## config.mk

```make
export PLATFORM = sky130hd
export DESIGN_NAME = booth_pp_accumulator
export DESIGN_NICKNAME = d
export VERILOG_FILES = /design/src/rtl/booth_pp_accumulator.sv
export SDC_FILE = /design/constraint.sdc
export NUM_CORES = 1
export LEC_CHECK = 0
export ABC_AREA = 0
export CAP_MARGIN = 20
export CORE_UTILIZATION = 45
export DETAILED_ROUTE_END_ITERATION = 16
export GPL_ROUTABILITY_DRIVEN = 0
export GPL_TIMING_DRIVEN = 0
export PLACE_DENSITY = 0.66
export SKIP_LAST_GASP = 1
export SLEW_MARGIN = 5
export SYNTH_ARGS = -nofsm -noshare
export SYNTH_HDL_FRONTEND = slang
export SYNTH_SLANG_ARGS = --single-unit
```

## constraint.sdc

```tcl
create_clock -name clk -period 10 [get_ports clk]
set_input_delay 2 -clock clk [delete_from_list [all_inputs] [get_ports clk]]
set_output_delay 2 -clock clk [all_outputs]
set_load 0.005 [all_outputs]
```

## src/rtl/booth_pp_accumulator.sv

```systemverilog
// Sequential signed multiplier: one radix-4 Booth digit is accumulated per cycle,
// then the product is published on p with a single-cycle done pulse.
module booth_pp_accumulator #(
  parameter int W = 8
) (
  input  logic             clk,
  input  logic             rst,
  input  logic             start,
  input  logic [W-1:0]     a,
  input  logic [W-1:0]     b,
  output logic             busy,
  output logic             done,
  output logic [2*W-1:0]   p
);

  localparam int DIGITS = W / 2;
  localparam int CW     = $clog2(DIGITS + 1);

  typedef enum logic [1:0] {
    IDLE,
    RUN,
    DONE
  } state_t;

  state_t state;
  state_t next_state;

  logic [W-1:0]   a_reg;
  logic [W-1:0]   b_reg;
  logic [2*W-1:0] acc;
  logic [CW-1:0]  cnt;
  logic           digits_done;

  logic [W:0]     b_ext;
  logic [2:0]     triplet;
  logic           two;
  logic           neg;
  logic           zero;
  logic [W+1:0]   a_ext;
  logic [W:0]     pp;
  logic [2*W-1:0] pp_ext;
  logic [2*W-1:0] pp_shift;

  // The counter runs one step past the last digit so p is loaded from the settled accumulator.
  assign digits_done = (cnt == CW'(DIGITS));

  always_ff @(posedge clk or posedge rst) begin
    if (rst) begin
      state <= IDLE;
    end else begin
      state <= next_state;
    end
  end

  always_comb begin
    next_state = state;
    case (state)
      IDLE: begin
        if (start) begin
          next_state = RUN;
        end
      end
      RUN: begin
        if (digits_done) begin
          next_state = DONE;
        end
      end
      DONE: begin
        next_state = IDLE;
      end
      default: begin
        next_state = IDLE;
      end
    endcase
  end

  assign busy = (state != IDLE);
  assign done = (state == DONE);

  // b[-1] is the appended zero below the LSB of the multiplier.
  assign b_ext = {b_reg, 1'b0};

  always_comb begin
    triplet = 3'b000;
    for (int i = 0; i < DIGITS; i++) begin
      if (cnt == CW'(i)) begin
        triplet = b_ext[2*i +: 3];
      end
    end
  end

  assign two  = (triplet == 3'b100) | (triplet == 3'b011);
  assign neg  = triplet[2] & ~(triplet[1] & triplet[0]);
  assign zero = (triplet == 3'b000) | (triplet == 3'b111);

  // a_ext[j+1] is a[j]; bit 0 supplies a[-1]=0 and the top bit a[W]=a[W-1].
  assign a_ext = {a_reg[W-1], a_reg, 1'b0};

  assign pp = ((two ? a_ext[W:0] : a_ext[W+1:1]) ^ {(W+1){neg}}) & {(W+1){~zero}};

  // Completing the two's complement negation here keeps the accumulator a plain adder.
  assign pp_ext   = {{(W-1){pp[W]}}, pp} + {{(2*W-1){1'b0}}, neg & ~zero};
  assign pp_shift = pp_ext << {cnt, 1'b0};

  always_ff @(posedge clk or posedge rst) begin
    if (rst) begin
      a_reg <= '0;
      b_reg <= '0;
      acc   <= '0;
      cnt   <= '0;
      p     <= '0;
    end else begin
      case (state)
        IDLE: begin
          if (start) begin
            a_reg <= a;
            b_reg <= b;
            acc   <= '0;
            cnt   <= '0;
          end
        end
        RUN: begin
          if (digits_done) begin
            p <= acc;
          end else begin
            acc <= acc + pp_shift;
            cnt <= cnt + 1'b1;
          end
        end
        default: begin
        end
      endcase
    end
  end

endmodule
```

== Word level (Yosys, flattened, before mapping) ==
Index checks and enable logic that the tools add are counted.
Widths: inputs -> output; s select.

* Register bits after elaboration: 53
* Input bits: 19
* Output and inout bits: 18
* Logic and storage cells: 54

* Add/subtract/negate cells: 3
* Eq/ne operators: 12
* Shifts and indexed selects: 1
* Multiplexer cells: 14
* Bitwise logic cells: 9
* Reduce and logical (&&, ||, !) cells: 9

{| class="wikitable"
|+ Operators by type and width
! kind !! number
|-
| $mux 16 || 2
|-
| $pmux 16 s2 || 1
|-
| $mux 3 || 6
|-
| $add 16x16->16 || 1
|-
| $shl 16x4->16 || 1
|-
| $add 9x2->10 || 1
|-
| $and 9x9->9 || 1
|-
| $eq 3x2->1 const B || 3
|-
| $eq 3x3->1 const B || 3
|-
| $xor 9x9->9 || 1
|-
| $mux 8 || 1
|-
| $logic_not 3->1 || 2
|-
| $ne 2x2->1 const B || 3
|-
| $pmux 3 s2 || 1
|-
| $reduce_and 2->1 || 3
|-
| $mux 2 || 2
|-
| $pmux 2 s2 || 1
|-
| $reduce_bool 2->1 || 2
|-
| $add 3x1->3 const B || 1
|-
| $and 1x1->1 || 3
|-
| $eq 3x1->1 const B || 1
|-
| $reduce_and 3->1 || 1
|-
| $eq 2x1->1 const B || 1
|-
| $eq 2x2->1 const B || 1
|-
| other kinds (3) || 5
|}

== Logic depth before layout (Yosys ltp) ==
* Word-level depth: 15
* Depth in mapped cells: 28
* Depth with buffers taken out: 27

== Worst setup path after synthesis ==
OpenSTA, ideal clock, no wires.

* Path kind: register to register
* From: register cnt[0]
* To: register acc[15]
* Setup time: 0.131 ns
* Arrival: 5.521 ns
* Data required time: 9.869 ns
* Slack: 4.348 ns
* Stages on the path, launching flop included: 27
* Buffers on the path: 2
* Clock period less this slack: 5.652 ns
* Cells stage by stage: dfrtp_1 clkbuf_1 clkinv_1 ha_1 a221o_1 o21a_1 clkbuf_1 xnor2_1 nor2_1 ha_1 ha_1 nand4_1 a32oi_1 o21ai_0 mux2_2 nor2_1 ha_1 and3_1 a21oi_1 o31ai_1 or4_1 o221ai_1 o21ai_0 o41ai_1 nor3b_1 nand4b_1 o211ai_1

* Longest elaborated chain between the ends: 15
* Elaborated cells on any way between the ends: 30
* Classes of those cells: add/sub: 2; eq/ne: 8; shift: 1; mux: 7; bitwise: 9; reduce/logical: 3

{| class="wikitable"
|+ RTL lines
! item !! line !! source
|-
| start: declaration || 31 || <nowiki>logic [CW-1:0] cnt;</nowiki>
|-
| start signal: assignment || 127 || <nowiki>cnt <= cnt + 1'b1;</nowiki>
|-
| $logic_not 3->1 || 86 || <nowiki>if (cnt == CW'(i)) begin</nowiki>
|-
| $mux 3 (4 in series) || 86 ||
|-
| $eq 3x3->1 (tied with other cells) || 92 || <nowiki>assign two = (triplet == 3'b100) | (triplet == 3'b011);</nowiki>
|-
| $or 1x1->1 / $not 1->1 (equally long branches) || 92, 93 ||
|-
| $mux 8 / $and 1x1->1 (equally long branches) || 99, 93 ||
|-
| $xor 9x9->9 || 99 || <nowiki>assign pp = ((two ? a_ext[W:0] : a_ext[W+1:1]) ^ {(W+1){neg}}) & {(W+1){~zero}};</nowiki>
|-
| $and 9x9->9 || 99 ||
|-
| $add 9x2->10 || 102 || <nowiki>assign pp_ext = {{(W-1){pp[W]}}, pp} + {{(2*W-1){1'b0}}, neg & ~zero};</nowiki>
|-
| $shl 16x4->16 || 103 || <nowiki>assign pp_shift = pp_ext << {cnt, 1'b0};</nowiki>
|-
| $add 16x16->16 || 126 || <nowiki>acc <= acc + pp_shift;</nowiki>
|-
| $mux 16 || 123 || <nowiki>if (digits_done) begin</nowiki>
|-
| $pmux 16 s2 || 113 || <nowiki>case (state)</nowiki>
|-
| end signal: assignment || 126 ||
|-
| end: declaration || 30 || <nowiki>logic [2*W-1:0] acc;</nowiki>
|}

Several ways; a longest one is shown, not always the timed one. The select of a mux whose other input is x is not followed.
A chain may end at the register's enable or synchronous reset.

== Worst setup path in the final report ==
Same ends and word-level chain as after synthesis.

==> key figures <==
STA
  – Fmax: approximately 150 MHz
  – RSZ-0062 raised after global routing: no
  – Slew margin rel.: a little over two fifths
  – Skew final: 0.00693 ns
  – Final Hold Fails: 0
  – Tcrit/Tclk final: 68.9%
  – Slew Limit Fails: 0
  – Fin Setup TNS: 0 ns
  – Crit path time final: 6.89 ns
  – Final setup viols: 0
  – Slew at the pin with the worst max-slew slack: 0.841 ns

Synth
  – Mapped Cells: 386
  – Unique cell type count in the Yosys netlist: 63
  – Syn Area/Cell: 9.70 sq um
  – Post-synthesis sequential area ratio: between 30% and 40%
  – Synth warn: 0
  – FF+latch count, synth: 53
  – EDFF count, synth: 0
  – Post-Syn Area: 3740 sq um
  – Synthesized Nets: around 430
  – Top FF cell, synth: dfrtp_1
  – Async set-reset flop share out of synthesis: 100%

Global routing
  – Largest net degree at the start of global routing: 28
  – Vias in the first global route: 2991
  – Global-route wire length before repair: 14200 microns
  – Grt ovf: 0
  – GRT Resource Usage Total: 20.5%
  – Initial antenna violation count: 0

Floorplan
  – Die Height: ~93 microns
  – Initial Util: 47.5%
  – Die width: 93.2 microns
  – Die footprint: 8690 sq um
  – Row count: 32
  – I/O pins: 37
  – CORE AREA: 7890 sq um

Layout
  – Layout cells sized above 1: about 15%
  – Final core occ: 55.2%
  – Final-stage net count: 472
  – N_diodes: 0
  – Top flop regs: acc (16), p (16)
  – Fill cells: 695
  – Layout overhead on the synthesized area: 16.3%
  – Design area: 4350 sq um

Drt
  – 1st-iter DRT viols: 201
  – Pre-antenna DRT Iters: 4
  – Via count: 3052
  – Routed Antenna Nets: 0
  – DR DRC count: 0
  – Routed WL: 8210 microns
  – WL/cell: about 15 microns
  – Vias per Instance: 5.73

Clock tree
  – Post-CTS Setup Bufs: 0
  – Worst skew pair latency: 0.31 ns
  – PostCTS Resize Cnt: 0
  – Root Buffer: clkbuf_8
  – Max clock buf depth: 2
  – Clock Sinks: 53
  – CTS tree: yes
  – Number of hold buffers added after CTS: 0
  – Clk slew on worst S/H paths: approximately 0.10 ns
  – H-Tree Depth: 2
  – Total CTS buffers: 5

Setup path
  – Startpoint type of the worst setup path: flip-flop
  – Worst stage delay on the critical path: 0.72 ns
  – Worst reg2reg path depth: 25
  – Worst flop-to-flop path endpoint: acc[15]
  – WP data required: roughly 10 ns
  – Crit Path Class: flip-flop to flip-flop
  – CP max-delay cell: o41ai_1
  – Setup slack, reg-to-reg: 3.11 ns
  – Critical path endpoint category: flip-flop
  – Critical Path AT: 7.07 ns
  – Launching point of the worst reg2reg path: cnt[0]
  – Crit Path Max Fanout: 10

Run
  – Maxcap violations: 0

Hold path
  – Hold Crit Depth: 1
  – Hold Crit Start: p[9]
  – Hold crit path type: flip-flop to flip-flop
  – Hold endpoint: p[9]

Place
  – Area after DPL: around 4300 sq um
  – DP HPWL: 6340 microns
  – Port Buf Inserts: 36

Status
  – Status: complete, no violations
metrics by stage:
stage / worst slack, ns / std cells / hold slack, ns
5_1_grt: 2.48 / 533 / 0.534
4_1_cts: 3.16 / 533 / 0.518
2_1_floorplan: 4.35 / 386 / 0.472
6_report: 3.11 / 533 / 0.515
3_5_place_dp: 3.22 / 525 / 0.493
3_3_place_gp: 3.38 / 524 / 0.488
cell usage in the layout (no fill, tap or decap), drive strengths merged, types with 5 or more instances in the layout:
cell and instances:
o21ai 23, a22o 13, dfrtp 53, mux2 34
a31oi 5, inv 12, o221ai 5, ha 22
a21o 6, a21oi 21, mux2i 5, nor2 30
clkbuf 18, clkdlybuf4s50 36, nand3 9, nor3 8
xnor2 22, a211oi 6, buf 7, or2 6
nand2 22
routing by layer:
layer,global-route usage (%),up-vias,wire length [microns]
met1,27.7,1470,3910
met3,3.17,6,308
met2,34.2,54,3920
met4,5.26,0,65
li1,-,1522,-
met5,0,-,0
area by class of cell:
type,count,area [sq um],area share (%)
clock buffers,7,96.3,2.21
plain buffers,17,72.6,1.67
clock inverters,1,5.00,0.115
well taps,102,128,2.93
inverters,14,52.6,1.21
multi-input cells,302,2290,52.7
repair buffers,37,380,8.74
flip-flops and latches,53,1330,30.5
worst max-delay path: cells and delay by family, from the launching register on:
kind | cells | cell delay [ns]
AOI/OAI and AO/OA | 12 | 2.81
and+or+nand+nor | 6 | 1.31
adders and majority gates | 3 | 0.99
buffers and inverters | 2 | 0.72
DFF | 1 | 0.38
muxes | 1 | 0.31
xor gates and xnor gates | 1 | 0.25
cell families after synthesis:
| logic type | count (synthesis) | share of synthesized area, % |
|---|---|---|
| adder cells (fa/ha/maj) | 23 | 7.89 |
| flip-flops | 53 | 35.4 |
| AO/OA/AOI/OAI | 115 | 22.4 |
| AND/OR/NAND/NOR | 99 | 13.3 |
| XOR/XNOR | 26 | 6.08 |
| buffers and inverters | 31 | 3.34 |
| multiplexers | 39 | 11.6 |
Yosys cell counts, types with 3 or more instances:
cell type / count / area share (%)
and4_1: 3 / 0.70
nand2_1: 22 / 2.2
o221ai_1: 4 / 0.94
nor3_1: 8 / 1.1
o31ai_1: 3 / 0.60
a31oi_1: 5 / 0.84
a21o_1: 6 / 1.2
o21ai_0: 20 / 2.7
o21bai_1: 4 / 0.80
xor2_1: 4 / 0.94
xnor2_1: 22 / 5.1
dfrtp_1: 53 / 35
nand2b_1: 3 / 0.50
mux2i_1: 5 / 1.3
nor2_1: 29 / 2.9
and2_1: 4 / 0.67
or2_2: 6 / 1.0
a22o_1: 13 / 3.0
clkbuf_1: 11 / 1.1
a21oi_1: 20 / 2.7
mux2_2: 34 / 10
a211oi_1: 6 / 1.2
nand3_1: 8 / 1.1
o22ai_1: 4 / 0.67
inv_1: 12 / 1.2
ha_1: 22 / 7.4
buf_1: 4 / 0.40
how the worst max path moves through the flow:
stage | to | start | slack, ns | depth (start not counted)
after global routing | acc[15] | cnt[0] | 2.48 | 27
after floorplan | acc[15] | cnt[0] | 4.35 | 26
after global placement | acc[15] | cnt[0] | 3.38 | 26
final | acc[15] | cnt[0] | 3.11 | 25
after CTS | acc[15] | cnt[0] | 3.16 | 26
after detailed placement | acc[15] | cnt[0] | 3.22 | 26
Power is not shown: default switching activity piles up to over one toggle a cycle in this logic, so the estimate is an artifact.
